<file path="src/rtl/bool_seq_unit_pkg.sv">
// Shared definitions for the multi-cycle Boolean unit.
// Holds the truth-table encodings for fn, the FSM state encodings and a
// one-bit truth-table lookup helper.
package bool_seq_unit_pkg;

   // Truth-table encodings: result bit = fn[{a_bit, b_bit}]
   localparam logic [3:0] BOOL_FN_AND  = 4'b1000;
   localparam logic [3:0] BOOL_FN_OR   = 4'b1110;
   localparam logic [3:0] BOOL_FN_XOR  = 4'b0110;
   localparam logic [3:0] BOOL_FN_XNOR = 4'b1001;
   localparam logic [3:0] BOOL_FN_A    = 4'b1100;
   localparam logic [3:0] BOOL_FN_B    = 4'b1010;
   localparam logic [3:0] BOOL_FN_ZERO = 4'b0000;
   localparam logic [3:0] BOOL_FN_ONES = 4'b1111;

   // FSM state encodings
   localparam logic [1:0] ST_IDLE = 2'd0;
   localparam logic [1:0] ST_RUN  = 2'd1;
   localparam logic [1:0] ST_DONE = 2'd2;

   // Look up one result bit in a 4-entry truth table
   function automatic logic boolBit(input logic [3:0] fnTable,
                                    input logic       aBit,
                                    input logic       bBit);
      return fnTable[{aBit, bBit}];
   endfunction

endpackage

</file>
<file path="src/rtl/bool_seq_unit_slice.sv">
// Combinational slice of the Boolean unit: applies the 4-bit truth table
// to every bit pair of one SLICE-wide chunk of the captured operands.
module bool_seq_unit_slice
   import bool_seq_unit_pkg::*;
#(
   parameter int SLICE = 8
) (
   input  logic [SLICE-1:0] i_a,
   input  logic [SLICE-1:0] i_b,
   input  logic [3:0]       i_fn,
   output logic [SLICE-1:0] o_y
);

   // Each bit independently indexes the truth table with its {a, b} pair
   always_comb begin
      o_y = '0;
      for (int i = 0; i < SLICE; i++) begin
         o_y[i] = boolBit(i_fn, i_a[i], i_b[i]);
      end
   end

endmodule

</file>
<file path="src/rtl/bool_seq_unit.sv">
// Multi-cycle bitwise Boolean unit with valid/ready handshakes on both sides.
// Computes out = f(a, b) for any 2-input function given as a 4-bit truth
// table, SLICE bits per cycle, LSB slice first.
// Optional feature: define BOOL_ZERO_FLAG_EN to add the registered zero flag z.
module bool_seq_unit
   import bool_seq_unit_pkg::*;
#(
   parameter int WIDTH = 32,
   parameter int SLICE = 8
) (
   input  logic             clk,
   input  logic             rst_n,
   input  logic             in_valid,
   output logic             in_ready,
   input  logic [WIDTH-1:0] a,
   input  logic [WIDTH-1:0] b,
   input  logic [3:0]       fn,
   output logic             out_valid,
   input  logic             out_ready,
   output logic [WIDTH-1:0] out,
   output logic             busy
`ifdef BOOL_ZERO_FLAG_EN
   ,
   output logic             z
`endif
);

   localparam int NSLICE = WIDTH / SLICE;
   localparam int CW     = (NSLICE > 1) ? $clog2(NSLICE) : 1;
   localparam logic [CW-1:0] LAST_CNT = CW'(NSLICE - 1);

   logic [1:0]       r_state;
   logic [CW-1:0]    r_cnt;
   logic [WIDTH-1:0] r_a;
   logic [WIDTH-1:0] r_b;
   logic [3:0]       r_fn;
   logic [WIDTH-1:0] r_out;

   logic [31:0]      w_base;
   logic [SLICE-1:0] w_aSlice;
   logic [SLICE-1:0] w_bSlice;
   logic [SLICE-1:0] w_ySlice;

   // Bit offset of the slice being worked on this cycle
   assign w_base   = 32'(r_cnt) * 32'(SLICE);
   assign w_aSlice = r_a[w_base +: SLICE];
   assign w_bSlice = r_b[w_base +: SLICE];

   bool_seq_unit_slice #(.SLICE(SLICE)) u_slice (
      .i_a  (w_aSlice),
      .i_b  (w_bSlice),
      .i_fn (r_fn),
      .o_y  (w_ySlice)
   );

   assign in_ready  = (r_state == ST_IDLE);
   assign out_valid = (r_state == ST_DONE);
   assign busy      = (r_state == ST_RUN) || (r_state == ST_DONE);
   assign out       = r_out;

`ifdef BOOL_ZERO_FLAG_EN
   logic r_z;
   logic r_zAcc;
   logic w_zNext;

   assign w_zNext = r_zAcc & (w_ySlice == '0);
   assign z       = r_z;

   // Zero flag: accumulates "all slices so far are zero" while running
   always_ff @(posedge clk or negedge rst_n) begin
      if (!rst_n) begin
         r_z    <= 1'b0;
         r_zAcc <= 1'b0;
      end else if (r_state == ST_IDLE && in_valid) begin
         r_z    <= 1'b0;
         r_zAcc <= 1'b1;
      end else if (r_state == ST_RUN) begin
         r_z    <= w_zNext;
         r_zAcc <= w_zNext;
      end
   end
`endif

   // Control FSM plus operand capture and slice-by-slice result assembly
   always_ff @(posedge clk or negedge rst_n) begin
      if (!rst_n) begin
         r_state <= ST_IDLE;
         r_cnt   <= '0;
         r_a     <= '0;
         r_b     <= '0;
         r_fn    <= '0;
         r_out   <= '0;
      end else begin
         case (r_state)
            ST_IDLE: begin
               if (in_valid) begin
                  r_a     <= a;
                  r_b     <= b;
                  r_fn    <= fn;
                  r_out   <= '0;
                  r_cnt   <= '0;
                  r_state <= ST_RUN;
               end
            end
            ST_RUN: begin
               r_out[w_base +: SLICE] <= w_ySlice;
               if (r_cnt == LAST_CNT) begin
                  r_cnt   <= '0;
                  r_state <= ST_DONE;
               end else begin
                  r_cnt <= r_cnt + 1'b1;
               end
            end
            ST_DONE: begin
               if (out_ready) begin
                  r_state <= ST_IDLE;
               end
            end
            default: begin
               r_state <= ST_IDLE;
               r_cnt   <= '0;
            end
         endcase
      end
   end

endmodule

</file>
<file path="config.mk">
export PLATFORM = sky130hd
export DESIGN_NAME = bool_seq_unit
export DESIGN_NICKNAME = d
export VERILOG_FILES = /design/src/rtl/bool_seq_unit_pkg.sv /design/src/rtl/bool_seq_unit_slice.sv /design/src/rtl/bool_seq_unit.sv
export SDC_FILE = /design/constraint.sdc
export NUM_CORES = 1
export LEC_CHECK = 0
export CORE_ASPECT_RATIO = 0.8
export CORE_UTILIZATION = 56
export CTS_BUF_LIST = sky130_fd_sc_hd__clkbuf_8
export DETAILED_ROUTE_END_ITERATION = 8
export GPL_ROUTABILITY_DRIVEN = 0
export PLACE_DENSITY = 0.87
export SLEW_MARGIN = 20
export SYNTH_ARGS = -nofsm -noshare
export SYNTH_HDL_FRONTEND = slang
export SYNTH_HIERARCHICAL = 1
export SYNTH_SLANG_ARGS = --single-unit
</file>
<file path="constraint.sdc">
create_clock -name clk -period 5.2 [get_ports clk]
set_clock_uncertainty 0.1 [all_clocks]
set_input_delay 0.52 -clock clk [delete_from_list [all_inputs] [get_ports clk]]
set_output_delay 0.52 -clock clk [all_outputs]
set_load 0.01 [all_outputs]
</file>
# Word level (Yosys, flattened, before mapping)
# Index checks and enable logic that the tools add are counted.
[word_totals] word_cells=60 out_inout_bits=35 ff_bits=104 in_bits=72
[op_classes] magnitude_cmp=8 n_reduce_logical=7 n_shift=4 bitwise=1 eq_ne=6 addsub=2 mux=26
[op_table] operator="32-bit one-hot mux with 2 select lines" count=1
[op_table] operator="32-bit by 6-bit variable part select with 8-bit output" count=2
[op_table] operator="5-bit negation with 34-bit output" count=1
[op_table] operator="8-bit by 34-bit variable shift with 32-bit output (first input constant)" count=1
[op_table] operator="8-bit by 34-bit variable part select with 32-bit output" count=1
[op_table] operator="32-bit bitwise mux" count=1
[op_table] operator="32-bit 2-to-1 mux" count=1
[op_table] operator="2-bit by 3-bit < comparator with 1-bit output (second input constant)" count=8
[op_table] operator="1-bit binary-select mux with 2-bit select" count=8
[op_table] operator="2-bit one-hot mux with 3 select lines" count=2
[op_table] operator="2-bit 2-to-1 mux" count=5
[op_table] operator="1-bit 2-to-1 mux" count=8
[op_table] operator="2-bit AND reduction" count=3
[op_table] operator="2-bit equality test (second input constant)" count=2
[op_table] operator="2-bit by 1-bit != test with 1-bit output (second input constant)" count=2
[op_table] operator="3-bit AND reduction" count=1
[op_table] operator="2-bit by 1-bit adder with 2-bit output (second input constant)" count=1
[op_table] operator="2-bit by 1-bit equality test with 1-bit output (second input constant)" count=1
[op_table] operator="2-bit logical NOT" count=1
[op_table] operator="2-bit != test (second input constant)" count=1
[op_table] operator="2-bit nonzero test" count=1
[op_table] operator="1-bit logical OR" count=1
[op_table] operator="1-bit inverter" count=1

# Depth between registers and ports, before layout
# Gate-level depths: netlist of run 1.
[logic_depth] word_depth=6 mapped_depth=8 ltp_nobuf=5

# Cells and area by module
# The synthesis of run 1 kept the hierarchy.
[modules_own_cells] mod="bool_seq_unit" area_per_inst_um2=4664.5 instances=1 seq_area_each_um2=2602.5 cells_each=318
[modules_own_cells] mod="bool_seq_unit_slice" area_per_inst_um2=180.2 instances=1 seq_area_each_um2=0.0 cells_each=8

# Least setup slack after synthesis of run 1
# No wires, ideal clock.
[synth_timing] kind="register to register" from="reg r_cnt[1]" to="reg r_out[19], in the netlist out[19]" setup_ns=0.125 n_path_buf=2 synth_period_minus_slack_ns=2.323 stages_incl_launch_ff=7 t_required_ns=4.975 path_slack_ns=2.877 arrival_ns=2.098 cell_sequence="dfrtp_1 clkbuf_1 buf_2 mux4_2 mux4_2 and3_1 mux2_2"
[synth_between] elab_chain_len=6 elab_cells_between_ends=23 cone_classes="add/sub (1); shift (4); mux (18)"
[synth_rtl] element="start, declared" line_no="bool_seq_unit.sv:33" text="logic [CW-1:0] r_cnt;"
[synth_rtl] element="start signal, assigned" line_no="bool_seq_unit.sv:111" text="r_cnt <= r_cnt + 1'b1;"
[synth_rtl] element="32-bit by 6-bit variable part select with 8-bit output" line_no="bool_seq_unit.sv:47" text="assign w_bSlice = r_b[w_base +: SLICE];"
[synth_rtl] element="named net w_bSlice[3]" line_no="bool_seq_unit.sv:41" text="logic [SLICE-1:0] w_bSlice;"
[synth_rtl] element="1-bit binary-select mux with 2-bit select" line_no="bool_seq_unit_pkg.sv:25" text="return fnTable[{aBit, bBit}];"
[synth_rtl] element="1-bit 2-to-1 mux (not written as such)" line_no="bool_seq_unit_pkg.sv:25"
[synth_rtl] element="named net w_ySlice[3]" line_no="bool_seq_unit.sv:42" text="logic [SLICE-1:0] w_ySlice;"
[synth_rtl] element="8-bit by 34-bit variable part select with 32-bit output" line_no="bool_seq_unit.sv:106" text="r_out[w_base +: SLICE] <= w_ySlice;"
[synth_rtl] element="32-bit bitwise mux" line_no="bool_seq_unit.sv:106"
[synth_rtl] element="32-bit one-hot mux with 2 select lines" line_no="bool_seq_unit.sv:94" text="case (r_state)"
[synth_rtl] element="end signal, assigned by index" line_no="bool_seq_unit.sv:106"
[synth_rtl] element="end, declared" line_no="bool_seq_unit.sv:37" text="logic [WIDTH-1:0] r_out;"
# The timed path passes the listed nets, and every way through them passes these cells. The select of a mux whose other input is x is not followed.
# A chain may end at the register's enable or synchronous reset.

# Final worst setup path of run 1
[layout_timing] from="reg r_cnt[0]" to="reg r_out[23], in the netlist out[23]"
# The elaborated chain is that of the path after synthesis.

==> results.sh, run 1 <==
export IMPL_status="complete, no violations"
export IMPL_synth_net_count=407
export IMPL_fmax_mhz=364
export IMPL_fin_ws_ps=2450
export IMPL_cts_setup_buffers=0
export IMPL_pin_count=107
export IMPL_netlist_instances=326
export IMPL_dieHeight_um=85.2
export IMPL_overflow=0
export IMPL_drt_wl_total_mm=10.4
export IMPL_powerDensity_mw_per_mm2=550
export IMPL_cp_data_arrival_time_ps=2900
export IMPL_slew_headroom=0.349
export IMPL_grt_max_degree=54
export IMPL_slew_viol_final=0
export IMPL_first_pass_iters=4
export IMPL_via_per_inst=5.87
export IMPL_drive_gt1_frac=0.303
export IMPL_drtIter0Drc=195
export IMPL_layout_nets=512
export IMPL_worst_pin_slew_ps=973
export IMPL_drt_antenna_violating_nets=0
export IMPL_antenna_found_initial=0
export IMPL_rr_worst_depth=5
export IMPL_cts_root_buffer="clkbuf_8"
export IMPL_via_count=3190
export IMPL_final_common_cell="clkdlybuf4s50_1"
export IMPL_area_delta_synth_final_pct=28.1
export IMPL_fin_util=0.760
export IMPL_core_area_mm2=0.00816
export IMPL_totalPowerFinal_mw=3.41
export IMPL_path_clk_slew_ps=90
export IMPL_crit_required_ps=5350
export IMPL_fin_crit_sh=0.528
export IMPL_cts_resized=0
export IMPL_htree_levels=3
export IMPL_finalHoldViolCount=0
export IMPL_wl_per_cell_um=19.1
export IMPL_syn_avg_cell_area_um2=14.9
export IMPL_period_minus_slack_ps=2750
export IMPL_fp_dieW_um=106
export IMPL_numClockSinks=104
export IMPL_initial_utilization=0.593
export IMPL_syn_cell_area_mm2=0.00484
export IMPL_maxCapViolations=0
export IMPL_synth_edf_count=0
export IMPL_cts_hold_buf=0
export IMPL_end_kind="flip-flop"
export IMPL_num_rows=29
export IMPL_grt_setup_unrepaired="no"
export IMPL_cts_buffer_depth=2
export IMPL_fillers=497
export IMPL_groute_usage_overall=0.244
export IMPL_die_area_mm2=0.00903
export IMPL_path_max_fanout=15
export IMPL_grt_pass1_vias=3224
export IMPL_place_ws_ps=2280
export IMPL_remaining_drc_errors=0
export IMPL_grt_pass1_wl_mm=16.6
export IMPL_layout_common_cells="clkdlybuf4s50_1, dfrtp_1, mux2_2"
export IMPL_ys_seq_area_frac=0.537
export IMPL_port_buffer_count=106
export IMPL_place_hpwl_mm=7.52
export IMPL_instances_no_fill=543
export IMPL_tns_ps=0
export IMPL_power_leakage_nw=2.65
export IMPL_hp_class="primary input to async pin"
export IMPL_ir_drop_mv=0.332
export IMPL_yosys_warnings=6
export IMPL_async_flop_share=1.00
export IMPL_synth_cell_types=25
export IMPL_dp_cells=528
export IMPL_antenna_cells=0
export IMPL_tritoncts="yes"
export IMPL_startpoint_type="flip-flop"
export IMPL_critPathKind="flip-flop to flip-flop"
export IMPL_synthFlopType="dfrtp_1"
export IMPL_setup_violations=0
export IMPL_clock_latency_ps=360
export IMPL_numCtsBuffers=9
export IMPL_ys_seq_elements=104
[registers in the layout (all words and copies together) (netlist names)]
name,count
out,32
r_a,32
r_b,32
r_cnt,2
r_fn,4
r_state,2
[worst max-delay path, stage by stage, from the launching register on]
cell and delay (ps):
dfrtp_1 620, buf_4 370, mux4_2 570, mux4_2 540, and3_1 180, mux2_2 260
[power by group]
| part | internal (mW) | total (mW) | switching, mW |
|---|---|---|---|
| clock | 0.268 | 0.532 | 0.265 |
| sequential | 1.12 | 1.36 | 0.238 |
| combinational | 0.840 | 1.51 | 0.675 |
[cell families (layout without fill, tap and decap cells)]
family,count (synthesis),after routing,share of synthesized area
AOI/OAI and AO/OA,17,17,0.0294
adders and majority gates,9,9,0.0232
buffers and inverters,30,139,0.0266
DFF,104,104,0.537
muxes,118,118,0.328
and+or+nand+nor,48,48,0.0558
[synth_stat cells (all sizes together), types with 2 or more instances]
| master | instances | area share |
|---|---|---|
| dfrtp | 104 | 0.54 |
| nand2 | 13 | 0.010 |
| inv | 15 | 0.012 |
| mux2i | 9 | 0.019 |
| ha | 9 | 0.023 |
| o21ai | 2 | 0.0021 |
| mux4 | 24 | 0.11 |
| nor2b | 4 | 0.0052 |
| nand3 | 8 | 0.0083 |
| buf | 12 | 0.013 |
| o2bb2ai | 8 | 0.014 |
| o32a | 2 | 0.0041 |
| clkbuf | 3 | 0.0023 |
| nor3b | 2 | 0.0031 |
| nor4bb | 2 | 0.0041 |
| and3 | 16 | 0.021 |
| mux2 | 85 | 0.20 |
| a21oi | 3 | 0.0054 |
[layer usage]
layer	vias to the layer above	wire, µm	global-route usage
li1	1410	-	-
met1	1633	4630	0.351
met2	126	5020	0.392
met3	21	564	0.0422
met4	0	155	0.0657
met5	-	0	0
[path summary, 6_finish.rpt]
| path | start | endpoint | slack (ps) |
|---|---|---|---|
| max in group asynchronous | rst_n | r_b[3] | 3800 |
| setup reg to reg | r_cnt[0] | out[23] | 2450 |
| setup / recovery | r_cnt[0] | out[23] | 2450 |
| min in group clk | out[25] | out[25] | 400 |
| hold / removal | rst_n | r_state[0] | 80 |
| hold reg to reg | out[25] | out[25] | 400 |
[metrics by stage]
| step | area (µm²) | hold WS (ps) |
|---|---|---|
| after floorplan | 4840 | 124 |
| after global placement | 5990 | 376 |
| after detailed placement | 5990 | 378 |
| after CTS | 6200 | 96.9 |
| after global routing | 6210 | 119 |
| final | 6210 | 82.2 |
[area by class of cell]
| type | instances | area (µm²) | share of cell area |
|---|---|---|---|
| clock buffer | 9 | 124 | 0.0200 |
| inverter | 15 | 56.3 | 0.00907 |
| multi-input combinational | 192 | 2120 | 0.342 |
| clock inverter | 6 | 85.1 | 0.0137 |
| sequential | 104 | 2600 | 0.419 |
| tap | 108 | 135 | 0.0218 |
| timing repair buffer | 109 | 1080 | 0.174 |
No activity file was read; power rests on OpenSTA's default activity.
==> inputs of run 2 (changes only) <==
- CORE_UTILIZATION: 56 -> 47
- PLACE_DENSITY: 0.87 -> 0.78
- clock period: 5.2 -> 2.3 ns (I/O delays scaled with it)
==> run 2 against run 1 <==
Net effect:
- global-route usage is 3.4 points lower
- clock-buffer cell count is 1 higher
- critical path type unchanged
- first-iteration DRC count is 8.7% higher
- wire length is 1.3% higher
- core utilization is 11 points lower
- final area is 3.2% higher
==> results.sh, run 2 (synthesis results as in run 1) <==
export IMPL_fin_crit_sh=0.984
export IMPL_fmax_mhz=442
export IMPL_layout_nets=525
export IMPL_grt_pass1_vias=3289
export IMPL_layout_common_cells="clkdlybuf4s50_1, dfrtp_1, mux2_2"
export IMPL_wl_per_cell_um=18.0
export IMPL_setup_violations=0
export IMPL_clock_latency_ps=370
export IMPL_ir_drop_mv=0.539
export IMPL_status="complete, no violations"
export IMPL_cts_root_buffer="clkbuf_8"
export IMPL_antenna_found_initial=0
export IMPL_switching_share=0.338
export IMPL_end_kind="flip-flop"
export IMPL_switchingPower_mw=2.63
export IMPL_hp_class="primary input to async pin"
export IMPL_remaining_drc_errors=0
export IMPL_area_delta_synth_final_pct=32.2
export IMPL_p_clk_frac=0.146
export IMPL_power_leakage_nw=2.72
export IMPL_fp_dieW_um=116
export IMPL_grt_max_degree=69
export IMPL_powerDensity_mw_per_mm2=1220
export IMPL_reg2reg_slack_ps=40
export IMPL_worst_pin_slew_ps=580
export IMPL_via_count=3176
export IMPL_htree_levels=3
export IMPL_slew_viol_final=0
export IMPL_cts_buffer_depth=2
export IMPL_crit_required_ps=2450
export IMPL_path_buf_inv=1
export IMPL_numClockSinks=104
export IMPL_path_cells="clkbuf_16 -> mux4_2 -> mux4_2 -> and3_1 -> mux2_2"
export IMPL_fillers=736
export IMPL_drtIter0Drc=212
export IMPL_via_per_inst=5.45
export IMPL_final_common_cell="clkdlybuf4s50_1"
export IMPL_grt_setup_unrepaired="yes"
export IMPL_met3_length_um=617
export IMPL_die_area_mm2=0.0107
export IMPL_totalPowerFinal_mw=7.80
export IMPL_port_buffer_count=106
export IMPL_path_delay_family="multiplexers"
export IMPL_pin_count=107
export IMPL_finalInstanceArea_mm2=0.00640
export IMPL_top_layer_used="met4"
export IMPL_path_max_fanout=6
export IMPL_drt_wl_total_mm=10.5
export IMPL_fin_ws_ps=37.2
export IMPL_postPlaceCellArea_mm2=0.00614
export IMPL_p_comb_frac=0.469
export IMPL_startpoint_type="flip-flop"
export IMPL_tritoncts="yes"
export IMPL_dr_wl_met2_mm=5.21
export IMPL_wl_met1_mm=4.56
export IMPL_slew_headroom=0.613
export IMPL_period_minus_slack_ps=2260
export IMPL_grt_pass1_wl_mm=16.9
export IMPL_first_pass_iters=4
export IMPL_cpMaxStageDelayCell="mux4_2"
export IMPL_seq_power_share=0.385
export IMPL_rr_worst_depth=5
export IMPL_finalHoldViolCount=0
export IMPL_initial_utilization=0.494
export IMPL_instances_no_fill=583
export IMPL_path_depth=5
export IMPL_p_int_mw=5.16
export IMPL_drive_gt1_frac=0.324
export IMPL_cpPeakStageDelay_ps=500
export IMPL_place_ws_ps=36.1
export IMPL_drt_antenna_violating_nets=0
export IMPL_numCtsBuffers=9
export IMPL_cp_data_arrival_time_ps=2410
export IMPL_dp_cells=564
export IMPL_place_hpwl_mm=7.87
export IMPL_core_area_mm2=0.00981
export IMPL_fin_util=0.653
export IMPL_dieHeight_um=92.8
export IMPL_antenna_cells=0
export IMPL_path_clk_slew_ps=90
export IMPL_path_common_cell="mux4_2"
export IMPL_critPathKind="flip-flop to flip-flop"
export IMPL_num_rows=32
export IMPL_groute_usage_overall=0.211
export IMPL_maxCapViolations=0
export IMPL_overflow=0
## run 2: worst paths after layout
path / startpoint / end
setup / recovery: r_cnt[0] / out[16]
max in group asynchronous: rst_n / r_b[1]
hold / removal: rst_n / r_state[1]
setup reg to reg: r_cnt[0] / out[16]
hold reg to reg: r_a[15] / r_a[15]
min in group clk: b[3] / r_b[3]
## run 2: stage by stage
step                setup TNS, ps  hold slack (ps)
floorplan                       0             -166
global placement                0              133
detailed placement              0              132
CTS                             0              292
global route                -10.6              315
finish                          0              279
## run 2: worst reg2reg max path: cells and delay by family, from the launching register on
kind                   cells  cell delay [ps]
multiplexers               3             1280
flip-flops                 1              440
AND/OR/NAND/NOR            1              180
buffers and inverters      1              170
## run 2: layout make-up
type | instances | area (µm²) | share of cell area
multi-input combinational | 192 | 2130 | 0.332
timing repair buffer | 122 | 1250 | 0.196
inverter | 15 | 56.3 | 0.00879
sequential | 104 | 2600 | 0.407
tap | 136 | 170 | 0.0266
clock buffer | 10 | 138 | 0.0215
clock inverter | 4 | 55.1 | 0.00860
## run 2: power by group through the flow
| stage | combinational [mW] | clock [mW] | sequential, mW |
|---|---|---|---|
| final | 3.66 | 1.13 | 3.01 |
| after global routing | 3.91 | 1.24 | 3.09 |
| after CTS | 3.55 | 1.16 | 2.99 |
| after floorplan | 2.51 | 0 | 2.89 |
| after detailed placement | 3.54 | 0 | 3.03 |
| after global placement | 3.44 | 0 | 3.00 |
## run 2: what timing repair did
item                       in CTS  in global routing
setup endpoints to repair       0                 10
buffers inserted                0                  3
hold endpoints to repair       34                  0
hold buffers                    1                  0
gates resized for setup         0                  5
## run 2: per-layer routing
metal,vias up,global-route usage
met1,1621,0.288
met4,0,0.0465
met5,-,0
met3,11,0.0543
li1,1434,-
met2,110,0.338
